### src/rtl/bcd_to_binary_pkg.sv
// Shared types and constants for the BCD-to-binary converter.
package bcd_to_binary_pkg;

    typedef enum logic [1:0] {
        IDLE   = 2'd0,
        SHIFT  = 2'd1,
        ADJUST = 2'd2,
        DONE   = 2'd3
    } bcd_state_t;

    localparam logic [3:0] BCD_DIGIT_MAX     = 4'd9;
    localparam logic [3:0] BCD_ADJ_THRESHOLD = 4'd8;
    localparam logic [3:0] BCD_ADJ_VALUE     = 4'd3;

endpackage

### src/rtl/bcd_to_binary_digit_adjust.sv
// Per-digit correction for reverse double-dabble: a digit that reached 8 or
// more after a right shift had a "ten" shifted into it, so it is pulled back by 3.
module bcd_digit_adjust
    import bcd_to_binary_pkg::*;
(
    input  logic [3:0] digit_in,
    output logic [3:0] digit_out
);

    assign digit_out = (digit_in >= BCD_ADJ_THRESHOLD) ? (digit_in - BCD_ADJ_VALUE) : digit_in;

endmodule

### src/rtl/bcd_to_binary.sv
// Sequential BCD-to-binary converter (shift right / subtract 3).
// Optional build macro BCD_TO_BINARY_CHECK_EN: reject operands holding a
// digit above 9 with o_error instead of converting them.
module bcd_to_binary
    import bcd_to_binary_pkg::*;
#(
    parameter int DECIMAL_DIGITS = 6,
    parameter int OUTPUT_WIDTH   = 20
) (
    input  logic                        clock,
    input  logic                        reset_bcdcounter,
    input  logic                        i_start,
    input  logic [4*DECIMAL_DIGITS-1:0] i_bcd,
    output logic [OUTPUT_WIDTH-1:0]     o_binary,
    output logic                        o_dv,
    output logic                        o_busy,
    output logic                        o_overflow,
    output logic                        o_error
);

    localparam int BCD_W  = 4 * DECIMAL_DIGITS;
    localparam int WORK_W = BCD_W + OUTPUT_WIDTH;
    localparam int IDX_W  = $clog2(OUTPUT_WIDTH + 1);
    localparam logic [IDX_W-1:0] LAST_IDX = IDX_W'(OUTPUT_WIDTH - 1);

    bcd_state_t        state;
    bcd_state_t        state_next;
    logic [WORK_W-1:0] work;
    logic [IDX_W-1:0]  idx;
    logic [BCD_W-1:0]  bcd_adjusted;
    logic              residual_nz;
    logic              start_invalid;
    logic              result_update;

    // One combinational corrector per BCD digit of the working register.
    for (genvar g = 0; g < DECIMAL_DIGITS; g++) begin : g_digit
        bcd_digit_adjust u_adjust (
            .digit_in  (work[OUTPUT_WIDTH + 4*g +: 4]),
            .digit_out (bcd_adjusted[4*g +: 4])
        );
    end

    // Anything left in the BCD field after the last adjust does not fit the result.
    assign residual_nz = |work[WORK_W-1:OUTPUT_WIDTH];
    assign o_busy      = (state != IDLE);

`ifdef BCD_TO_BINARY_CHECK_EN
    logic err_pending;

    // Flag an operand containing any digit above 9.
    always_comb begin
        start_invalid = 1'b0;
        for (int i = 0; i < DECIMAL_DIGITS; i++) begin
            if (i_bcd[4*i +: 4] > BCD_DIGIT_MAX) start_invalid = 1'b1;
        end
    end

    assign result_update = !err_pending;

    // Remember the validation verdict at start and publish it with o_dv.
    always_ff @(posedge clock or posedge reset_bcdcounter) begin
        if (reset_bcdcounter) begin
            err_pending <= 1'b0;
            o_error     <= 1'b0;
        end else begin
            if (state == IDLE && i_start) err_pending <= start_invalid;
            if (state == DONE)            o_error     <= err_pending;
        end
    end
`else
    assign start_invalid = 1'b0;
    assign result_update = 1'b1;
    assign o_error       = 1'b0;
`endif

    // Next-state decode.
    always_comb begin
        // NOTE: default first so every path assigns state_next and no latch is inferred.
        state_next = state;
        case (state)
            IDLE:    if (i_start) state_next = start_invalid ? DONE : SHIFT;
            SHIFT:   state_next = ADJUST;
            ADJUST:  state_next = (idx == LAST_IDX) ? DONE : SHIFT;
            DONE:    state_next = IDLE;
            default: state_next = IDLE;
        endcase
    end

    // State register, working register, index and result outputs.
    always_ff @(posedge clock or posedge reset_bcdcounter) begin
        if (reset_bcdcounter) begin
            state      <= IDLE;
            work       <= '0;
            idx        <= '0;
            o_binary   <= '0;
            o_dv       <= 1'b0;
            o_overflow <= 1'b0;
        end else begin
            // NOTE: non-blocking so every register samples pre-edge values of the others.
            state <= state_next;
            o_dv  <= 1'b0;
            case (state)
                IDLE: begin
                    if (i_start) begin
                        work <= {i_bcd, {OUTPUT_WIDTH{1'b0}}};
                        idx  <= '0;
                    end
                end
                SHIFT: begin
                    work <= work >> 1;
                end
                ADJUST: begin
                    work <= {bcd_adjusted, work[OUTPUT_WIDTH-1:0]};
                    idx  <= idx + 1'b1;
                end
                DONE: begin
                    o_dv       <= 1'b1;
                    o_overflow <= result_update & residual_nz;
                    if (result_update) begin
                        o_binary <= residual_nz ? {OUTPUT_WIDTH{1'b1}} : work[OUTPUT_WIDTH-1:0];
                    end
                end
                default: ;
            endcase
        end
    end

endmodule
### config.mk
export PLATFORM = sky130hd
export DESIGN_NAME = bcd_to_binary
export DESIGN_NICKNAME = d
export VERILOG_FILES = /design/src/rtl/bcd_to_binary_pkg.sv /design/src/rtl/bcd_to_binary_digit_adjust.sv /design/src/rtl/bcd_to_binary.sv
export SDC_FILE = /design/constraint.sdc
export NUM_CORES = 1
export LEC_CHECK = 0
export ABC_AREA = 1
export CAP_MARGIN = 20
export CORE_MARGIN = 2
export CORE_UTILIZATION = 50
export CTS_CLUSTER_DIAMETER = 30
export DETAILED_ROUTE_END_ITERATION = 6
export PLACE_DENSITY = 0.76
export SLEW_MARGIN = 25
export SYNTH_ARGS = -nofsm -noshare
export SYNTH_HDL_FRONTEND = slang
export SYNTH_SLANG_ARGS = --single-unit
### constraint.sdc
create_clock -name clock -period 3.8 [get_ports clock]
set_clock_uncertainty 0.05 [all_clocks]
set_input_delay 0.76 -clock clock [delete_from_list [all_inputs] [get_ports clock]]
set_output_delay 0.76 -clock clock [all_outputs]
set_load 0.05 [all_outputs]
==> metrics.md, run 1 <==
| Metric | Value |
|---|---|
| Outcome | completed |
| Depth of the CTS H-tree | 3 |
| Reg clk slew, reported paths | 0.09 ns |
| All-Layer GR Usage | 22.40% |
| R2r setup slk | 1.43 ns |
| Port bufs | 49 |
| Max Clk Rate | 354.8 MHz |
| Fraction of layout cells with a size suffix above 1 | 7.963% |
| Number of synthesized flops with an enable pin | 0 |
| R2r startpoint | state[1] |
| First-pass GRT wire length | 15330 um |
| Synth unique cells | 25 |
| Area grow syn2layout | 20.22% |
| Post_cts resized | 0 |
| Cell Int Power | 1.852 mW |
| WHS | 0.4296 ns |
| Leak pwr | ~2.1 nW |
| Most frequent cells in the layout | 85 x nand2_1, 73 x dfrtp_1, 69 x inv_1 |
| Core Area | 0.007607 sq mm |
| Pre-antenna DRT Iters | 4 |
| Hpwl dp | 5848 um |
| Post-Syn Nets | 533 |
| R2R cell count | 6 |
| Asr flop ratio synth | 100.0% |
| VDD IR max | 354.9 uV |
| Overflow after GRT | 0 |
| Initial Util | 50.76% |
| Final hold violations | 0 |
| # rows | 32 |
| Pin count of the biggest net entering global routing | 74 |
| DR WL/cell | 13.66 um |
| Top_reg_cell synth | dfrtp_1 |
| Worst-margin pin slew | roughly 0.75 ns |
| Endpoints failing setup | 0 |
| Via count | 3394 |
| Sequential Power Share | 31.7% |
| Crit Path Category | reg2out |
| Die width | 91.88 um |
| Worst EP arrival | about 2 ns |
| Vias per cell | 5.287 |
| Critical Path Sink Type | output pin |
| Crit start category | register |
| Min-delay src | work[42] |
| Initial antenna violation count | 0 |
| Vias in the first global route | 3361 |
| Initial drt markers | 243 |
| Antenna Cells | 0 |
| Comb power frac | 48.3% |
| NetSw | between 1.5 and 2 mW |
| Pwr Density | 753.6 mW/mm^2 |
| RePlAce Congestion | around 0.86 |
| R2r endpoint | work[17] |
| Clock power frac | between 10% and 20% |
| Setup TNS | 0 ns |
| Syn avg cell area | 7.896 sq um |
| CTS Sinks | 73 |
| Hold Crit Class | reg2reg |
| Die H | 91.88 um |
| WHS Path Cells | 2 |
| CTS tree | yes |
| IO Pins | 51 |
| Final Cycle Share | 74.17% |
| Mapped Cells | 489 |
| Postcts setup bufs | 0 |
| Syn. warnings | 0 |
| Net Sw Frac | 47.05% |
| Die area | 0.008441 sq mm |
| Fin cells | 642 |
| Overall Power | 3.498 mW |
| #FFs+latches synth | 73 |
| CP Data Required Time | about 3 ns |
| Antenna Nets Post-Route | 0 |
| Worst skew pair latency | 0.36 ns |
| Drt total wl | 8771 um |
| Number of instances in the placed design | 626 |
| Max-cap violations | 0 |
| Root buffer cell | clkbuf_8 |
| RSZ-0062 raised after global routing | false |
| Crit path max fanout | 5 |
| CTS buffer count | 9 |
| Most common cell after layout, fill and taps aside | nand2_1 |
| CTS max path bufs | 2 |
| Number of hold buffers added after cts | 0 |
| Final min period | 2.818 ns |
| Slew headroom | between 40% and 50% |
| Max Slew Vio Count | 0 |
| Drt drc | 0 |
| Seq/Total Area, Yosys | 47.31% |
| Hold path endpoint | work[42] |
| Syn Std Cell Area | 0.003861 sq mm |
| Final net count | 579 |
[Yosys cell counts, types with 4 or more instances]
master     n  area [sq um]
a21oi_1   43         215.2
buf_2     12         60.06
dfrtp_1   73          1827
ha_1      17         212.7
inv_1     70         262.8
inv_2      9         33.78
nand2_1   85         319.1
nand3_1   39         195.2
nand4_1    4         25.02
nor2_1    48         180.2
o211ai_1   9         67.56
o21ai_0   42         210.2
o21ai_1   12         60.06
o21ai_2    6         52.55
[power groups by stage]
| stage | Combinational, mW | Clock [mW] | Sequential (mW) |
|---|---|---|---|
| 5_1_grt | 1.93 | 0.743 | 1.13 |
| 4_1_cts | 1.68 | 0.709 | 1.11 |
| 6_report | 1.69 | 0.697 | 1.11 |
| 2_1_floorplan | 1.33 | 0 | 1.10 |
| 3_5_place_dp | 1.67 | 0 | 1.12 |
| 3_3_place_gp | 1.62 | 0 | 1.11 |
[area by class of cell]
cell class | count | area, sq um
fillers | 683 | 2965
flip-flops and latches | 73 | 1827
multi-input cells | 318 | 1625
repair buffers | 54 | 540.5
inverters | 79 | 296.5
well taps | 102 | 127.6
clock buffers | 9 | 123.9
clock inverters | 7 | 101.3
[stage by stage]
stage | setup WS, ns | instance area [sq um] | util, %
floorplan | 1.137 | 3861 | -
global placement | 1.407 | 4417 | 58.06
detailed placement | 1.376 | 4417 | 58.06
CTS | 0.9729 | 4642 | 61.02
global route | 0.9126 | 4642 | 61.02
finish | 0.9817 | 4642 | 61.02
[critical path, stage by stage (launching register included)]
cell	delay (ns)
dfrtp_1	0.41
inv_1	0.10
ha_1	0.28
inv_1	0.07
clkdlybuf4s50_1	0.79
[worst max path at each step]
| stage | start | to | cells after the start |
|---|---|---|---|
| floorplan | reset_bcdcounter | idx[0] | 1 |
| global placement | state[0] | o_busy | 4 |
| detailed placement | state[0] | o_busy | 4 |
| CTS | state[0] | o_busy | 4 |
| global route | state[0] | o_busy | 4 |
| finish | state[0] | o_busy | 4 |
[registers in the layout, summed over array words and instances, names as in the netlist]
register,cells
o_dv,1
o_overflow,1
idx,5
work,44
o_binary,20
state,2
[cells by family (layout without fill, tap and decap cells)]
| logic type | after synthesis | in the layout | share of synthesized area (%) |
|---|---|---|---|
| AOI/OAI and AO/OA | 116 | 116 | 16.53 |
| adders and majority gates | 17 | 17 | 5.509 |
| and+or+nand+nor | 184 | 184 | 19.96 |
| other | 1 | 1 | 0.09712 |
| DFF | 73 | 73 | 47.31 |
| buffers and inverters | 98 | 149 | 10.60 |
[per-layer routing]
layer	up-vias	part of all wire, %	GRT usage, %
met3	14	6.0	4.108
met4	0	1.1	8.209
met1	1590	44	29.40
met2	128	49	37.19
met5	-	0	0
li1	1662	-	-
(Power assumes the default switching activity.)
==> run 2, diff against run 1 <==
- clock period: 3.8 -> 2.79 ns (I/O delays scaled with it)
==> metrics.md, run 2 (synthesized netlist as in run 1, its figures left out) <==
| Metric | Value |
|---|---|
| Top reg by flops | work (unchanged) |
| Vias per cell | 5.221 (was 5.287) |
| Leak pwr | 2.125 nW (was 2.133 nW) |
| Final min period | 2.596 ns |
| Critical Path Sink Type | output pin (unchanged) |
| Crit path largest cell delay | 0.79 ns (about the same) |
| Max reg flops | 44 (unchanged) |
| Pre-antenna DRT Iters | 4 (unchanged) |
| Post-layout util | 60.62% (was 61.02%) |
| Final Cell Area | 0.004612 sq mm (was 0.004642 sq mm) |
| Worst EP arrival | 1.99 ns (was 2.01 ns) |
| Max Clk Rate | 385.1 MHz |
| Max Slew Vio Count | 0 (unchanged) |
| CTS buffer count | 9 (unchanged) |
| Setup TNS | 0 ns (unchanged) |
| Overflow after GRT | 0 (unchanged) |
| Drt drc | 0 (unchanged) |
| Final hold violations | 0 (unchanged) |
| Antenna Nets Post-Route | 0 (unchanged) |
| CTS max path bufs | 2 (unchanged) |
| Pin count of the biggest net entering global routing | 74 (unchanged) |
| Fraction of layout cells with a size suffix above 1 | 7.763% (was 7.963%) |
| Crit start category | register (unchanged) |
| Die H | 91.88 um (unchanged) |
| Fin cells | 643 (was 642) |
| Pwr Density | 1005 mW/mm^2 (was 753.6 mW/mm^2) |
| Worst skew pair latency | 0.34 ns (was 0.36 ns) |
| IO Pins | 51 (unchanged) |
| Slew headroom | 51.66% (was 49.81%) |
| Endpoints failing setup | 0 (unchanged) |
| Core Area | 0.007607 sq mm (unchanged) |
| Crit path from | state[0] (unchanged) |
| Die area | 0.008441 sq mm (unchanged) |
| Max-cap violations | 0 (unchanged) |
| CP Data Required Time | 2.18 ns (was 2.99 ns) |
| Outcome | completed (unchanged) |
| Final net count | 580 (was 579) |
| Crit path max fanout | 5 (unchanged) |
| Min-delay src | work[42] (unchanged) |
| Overall Power | 4.633 mW (was 3.498 mW) |
| CP max stage cell | clkdlybuf4s50_1 (unchanged) |
| Number of instances in the placed design | 627 (was 626) |
| Initial Util | 50.76% (unchanged) |
| WHS | 0.4456 ns (was 0.4296 ns) |
| Vias in the first global route | 3258 (was 3361) |
| Postcts setup bufs | 0 (unchanged) |
| Port bufs | 49 (unchanged) |
| Reg clk slew, reported paths | 0.08 ns (was 0.09 ns) |
| Initial antenna violation count | 0 (unchanged) |
| # rows | 32 (unchanged) |
| Fin worst setup slack | 0.1936 ns (was 0.9817 ns) |
| Number of hold buffers added after cts | 0 (unchanged) |
| RePlAce Congestion | 0.8409 (was 0.8612) |
| Most frequent cells in the layout | 85 x nand2_1, 73 x dfrtp_1, 69 x inv_1 (unchanged) |
| CTS Sinks | 73 (unchanged) |
| Fillcell total | 674 (was 683) |
| Buf+Inv Stages, Crit Path | 3 (unchanged) |
| Antenna Cells | 0 (unchanged) |
| Most common cell after layout, fill and taps aside | nand2_1 (unchanged) |
| Regs by FF count | work (44), o_binary (20), idx (5) (unchanged) |
| Post_cts resized | 0 (unchanged) |
| Drt total wl | 8613 um (was 8771 um) |
| Root buffer cell | clkbuf_8 (unchanged) |
| CTS tree | yes (unchanged) |
| All-Layer GR Usage | 21.80% (was 22.40%) |
| Die width | 91.88 um (unchanged) |
| Area grow syn2layout | 19.44% (was 20.22%) |
| Hold Crit Class | reg2reg (unchanged) |
| Via count | 3357 (was 3394) |
| VDD IR max | 466.3 uV (was 354.9 uV) |
| Worst-margin pin slew | 0.7243 ns (was 0.7520 ns) |
| RSZ-0062 raised after global routing | false (unchanged) |
| DR WL/cell | 13.40 um (was 13.66 um) |
| Initial drt markers | 132 (was 243) |
| Final Cycle Share | a little over 90% |
| Top delay family on crit path | buffers and inverters (unchanged) |
| First-pass GRT wire length | 14860 um (was 15330 um) |
| Crit Path Category | reg2out (unchanged) |
| Placed Area | 0.004424 sq mm (was 0.004417 sq mm) |
| R2r startpoint | state[1] (unchanged) |
| Depth of the CTS H-tree | 3 (unchanged) |
| CP dominant cell by count | inv_1 (unchanged) |
| DP Worst Slack | 0.5442 ns (was 1.376 ns) |
| CP cell instances | inv_1 > ha_1 > inv_1 > clkdlybuf4s50_1 (unchanged) |
| Hpwl dp | 5848 um (about the same) |
-- run 2: cell count changes in the layout (fill, tap and decap cells not counted), sizes merged --
| cell | before | now |
|---|---|---|
| buf | 5 | 6 |
| clkinvlp | 2 | 1 |
| clkbuf | 9 | 11 |
| inv | 81 | 79 |
| clkinv | 1 | 3 |
| bufinv | 2 | 1 |
-- run 2: where the power goes --
part           total, mW  switching [mW]  leakage, nW  internal (mW)
clock              0.808           0.395       0.0933          0.413
sequential          1.51           0.231        0.870           1.28
combinational       2.31            1.57         1.16          0.740
total               4.63            2.20         2.12           2.43
-- run 2: layout make-up --
class	count	area, sq um	area share (%)
Multi-Input combinational cell	318	1625	35.24
Timing Repair Buffer	55	548.0	11.88
Tap cell	102	127.6	2.767
Clock inverter	5	56.30	1.221
Clock buffer	11	131.4	2.849
Sequential cell	73	1827	39.61
Inverter	79	296.5	6.430
-- run 2: layer usage --
layer / track usage, % / vias up / wire, um
li1: - / 1665 / -
met1: 28.63 / 1610 / 3946
met2: 36.95 / 74 / 4243
met3: 3.533 / 8 / 332
met4: 7.214 / 0 / 90
met5: 0 / - / 0
-- run 2: tightest hold or removal path: stages (launching register included) --
cell and delay, ns:
dfrtp_1 0.36, nand2_1 0.06, nand2_1 0.05
-- run 2: worst paths after layout --
| check | end | slack [ns] | cells past startpoint |
|---|---|---|---|
| setup / recovery | o_busy | 0.19 | 4 |
| hold / removal | work[42] | 0.45 | 2 |
| setup reg to reg | work[36] | 0.66 | 7 |
| hold reg to reg | work[42] | 0.45 | 2 |
| max in group asynchronous | work[27] | 1.80 | 3 |
| min in group asynchronous | idx[3] | 0.57 | 3 |
==> run 3, diff against run 2 <==
- CELL_PAD_IN_SITES_DETAIL_PLACEMENT: not set -> 0
- CELL_PAD_IN_SITES_GLOBAL_PLACEMENT: not set -> 1
- CORE_MARGIN: 2 -> not set
- CORE_UTILIZATION: 50 -> 41
- CTS_CLUSTER_SIZE: not set -> 10
- PLACE_DENSITY: 0.76 -> 0.83
==> metrics.md, run 3 (synthesized netlist as in run 1, its figures left out) <==
| Metric | Value |
|---|---|
| Vias in the first global route | 3109 (was 3258) |
| Area grow syn2layout | 20.19% (was 19.44%) |
| Max Slew Vio Count | 0 (unchanged) |
| Antenna Cells | 0 (unchanged) |
| Pin count of the biggest net entering global routing | 41 (was 74) |
| Worst EP arrival | 1.97 ns (was 1.99 ns) |
| Top reg by flops | work (unchanged) |
| Root buffer cell | clkbuf_8 (unchanged) |
| Area of the multi-input gates | 0.001625 sq mm (unchanged) |
| Leak pwr | 2.133 nW (was 2.125 nW) |
| Via count | 3264 (was 3357) |
| Post_cts resized | 0 (unchanged) |
| Final min period | 2.581 ns (was 2.596 ns) |
| # rows | 35 (was 32) |
| Hold Crit Class | reg2reg (unchanged) |
| Final net count | 583 (was 580) |
| RePlAce Congestion | 0.8134 (was 0.8409) |
| Fraction of layout cells with a size suffix above 1 | 8.456% (was 7.763%) |
| Overflow after GRT | 0 (unchanged) |
| Endpoints failing setup | 0 (unchanged) |
| Crit path max fanout | 5 (unchanged) |
| First-pass GRT wire length | 14750 um (was 14860 um) |
| CP Data Required Time | 2.18 ns (about the same) |
| Crit Path Category | reg2out (unchanged) |
| Die area | 0.009810 sq mm (was 0.008441 sq mm) |
| Reg clk slew, reported paths | 0.08 ns (about the same) |
| Initial antenna violation count | 0 (unchanged) |
| WHS | 0.4266 ns (was 0.4456 ns) |
| Top routing layer in use | met4 (unchanged) |
| Most frequent cells in the layout | 85 x nand2_1, 73 x dfrtp_1, 69 x inv_1 (unchanged) |
| Max Clk Rate | 387.4 MHz (was 385.1 MHz) |
| M1 WL | 4066 um (was 3946 um) |
| VDD IR max | 429.7 uV (was 466.3 uV) |
| Postcts setup bufs | 0 (unchanged) |
| Critical Path Sink Type | output pin (unchanged) |
| Most common cell after layout, fill and taps aside | nand2_1 (unchanged) |
| Vias per cell | 4.983 (was 5.221) |
| Register area | 0.001827 sq mm (unchanged) |
| Pwr Density | 983.4 mW/mm^2 (was 1005 mW/mm^2) |
| Worst-margin pin slew | 0.7491 ns (was 0.7243 ns) |
| DR WL/cell | 13.09 um (was 13.40 um) |
| RSZ-0062 raised after global routing | false (unchanged) |
| Initial Util | 41.99% (was 50.76%) |
| CTS buffer count | 9 (unchanged) |
| Pre-antenna DRT Iters | 4 (unchanged) |
| Hpwl dp | 6140 um (was 5848 um) |
| Met3 WL | 313 um (was 332 um) |
| Routed wl met2 | 4126 um (was 4243 um) |
| Slew headroom | 50.00% (was 51.66%) |
| Outcome | completed (unchanged) |
| Core Area | 0.009196 sq mm (was 0.007607 sq mm) |
| Max reg flops | 44 (unchanged) |
| Regs by FF count | work (44), o_binary (20), idx (5) (unchanged) |
| Fin worst setup slack | 0.2088 ns (was 0.1936 ns) |
| Setup TNS | 0 ns (unchanged) |
| IO Pins | 51 (unchanged) |
| Final Cycle Share | 92.51% (was 93.06%) |
| All-Layer GR Usage | 19.13% (was 21.80%) |
| CTS max path bufs | 2 (unchanged) |
| Number of hold buffers added after cts | 0 (unchanged) |
| Crit start category | register (unchanged) |
| Final hold violations | 0 (unchanged) |
| Die width | 99.05 um (was 91.88 um) |
| Antenna Nets Post-Route | 0 (unchanged) |
| Die H | 99.05 um (was 91.88 um) |
| CTS Sinks | 73 (unchanged) |
| Drt total wl | 8573 um (was 8613 um) |
| Drt drc | 0 (unchanged) |
| CTS tree | yes (unchanged) |
| Depth of the CTS H-tree | 3 (unchanged) |
| Worst skew pair latency | 0.34 ns (about the same) |
| Max-cap violations | 0 (unchanged) |
| DP Worst Slack | 0.5645 ns (was 0.5442 ns) |
| Port bufs | 49 (unchanged) |
| Fillcell total | 906 (was 674) |
| Initial drt markers | 131 (was 132) |
[run 3: metal layers]
metal	global-route usage [%]	up-vias
li1	-	1673
met5	0	-
met1	25.51	1527
met4	4.248	0
met3	4.326	4
met2	31.79	60
[run 3: where the power goes]
part	leakage [nW]	internal (mW)	switching, mW
Combinational	1.18	0.762	1.55
Clock	0.0831	0.326	0.414
Sequential	0.870	1.28	0.227
[run 3: layout make-up]
cell class,instances,area share (%)
Sequential cell,73,39.36
Multi-Input combinational cell,318,35.02
Timing Repair Buffer,58,12.56
Inverter,79,6.390
Tap cell,111,2.993
Clock buffer,10,2.750
Clock inverter,6,0.9167
[run 3: final timing paths]
check                                      start  slack [ns]        to  cells past startpoint
worst max-delay path                    state[0]        0.21    o_busy                      4
worst min-delay path                    work[42]        0.43  work[42]                      2
worst max register to register          state[0]        0.64  work[32]                      7
worst min register to register          work[42]        0.43  work[42]                      2
max in group asynchronous       reset_bcdcounter        1.65  work[10]                      3
min in group asynchronous       reset_bcdcounter        0.52    idx[2]                      2
[run 3: critical path, stage by stage (launching register included)]
cell	delay [ns]
dfrtp_1	0.40
inv_1	0.09
ha_1	0.28
inv_1	0.08
clkdlybuf4s50_1	0.79
[run 3: through the flow]
stage / cell area [sq um] / utilization, % / instances / power, mW
2_1_floorplan: 3861 / - / 489 / 3.300
3_3_place_gp: 4471 / 48.61 / 639 / 3.801
3_5_place_dp: 4471 / 48.61 / 639 / 3.855
4_1_cts: 4641 / 50.46 / 655 / 4.617
5_1_grt: 4641 / 50.46 / 655 / 5.018
6_report: 4641 / 50.46 / 655 / 4.563
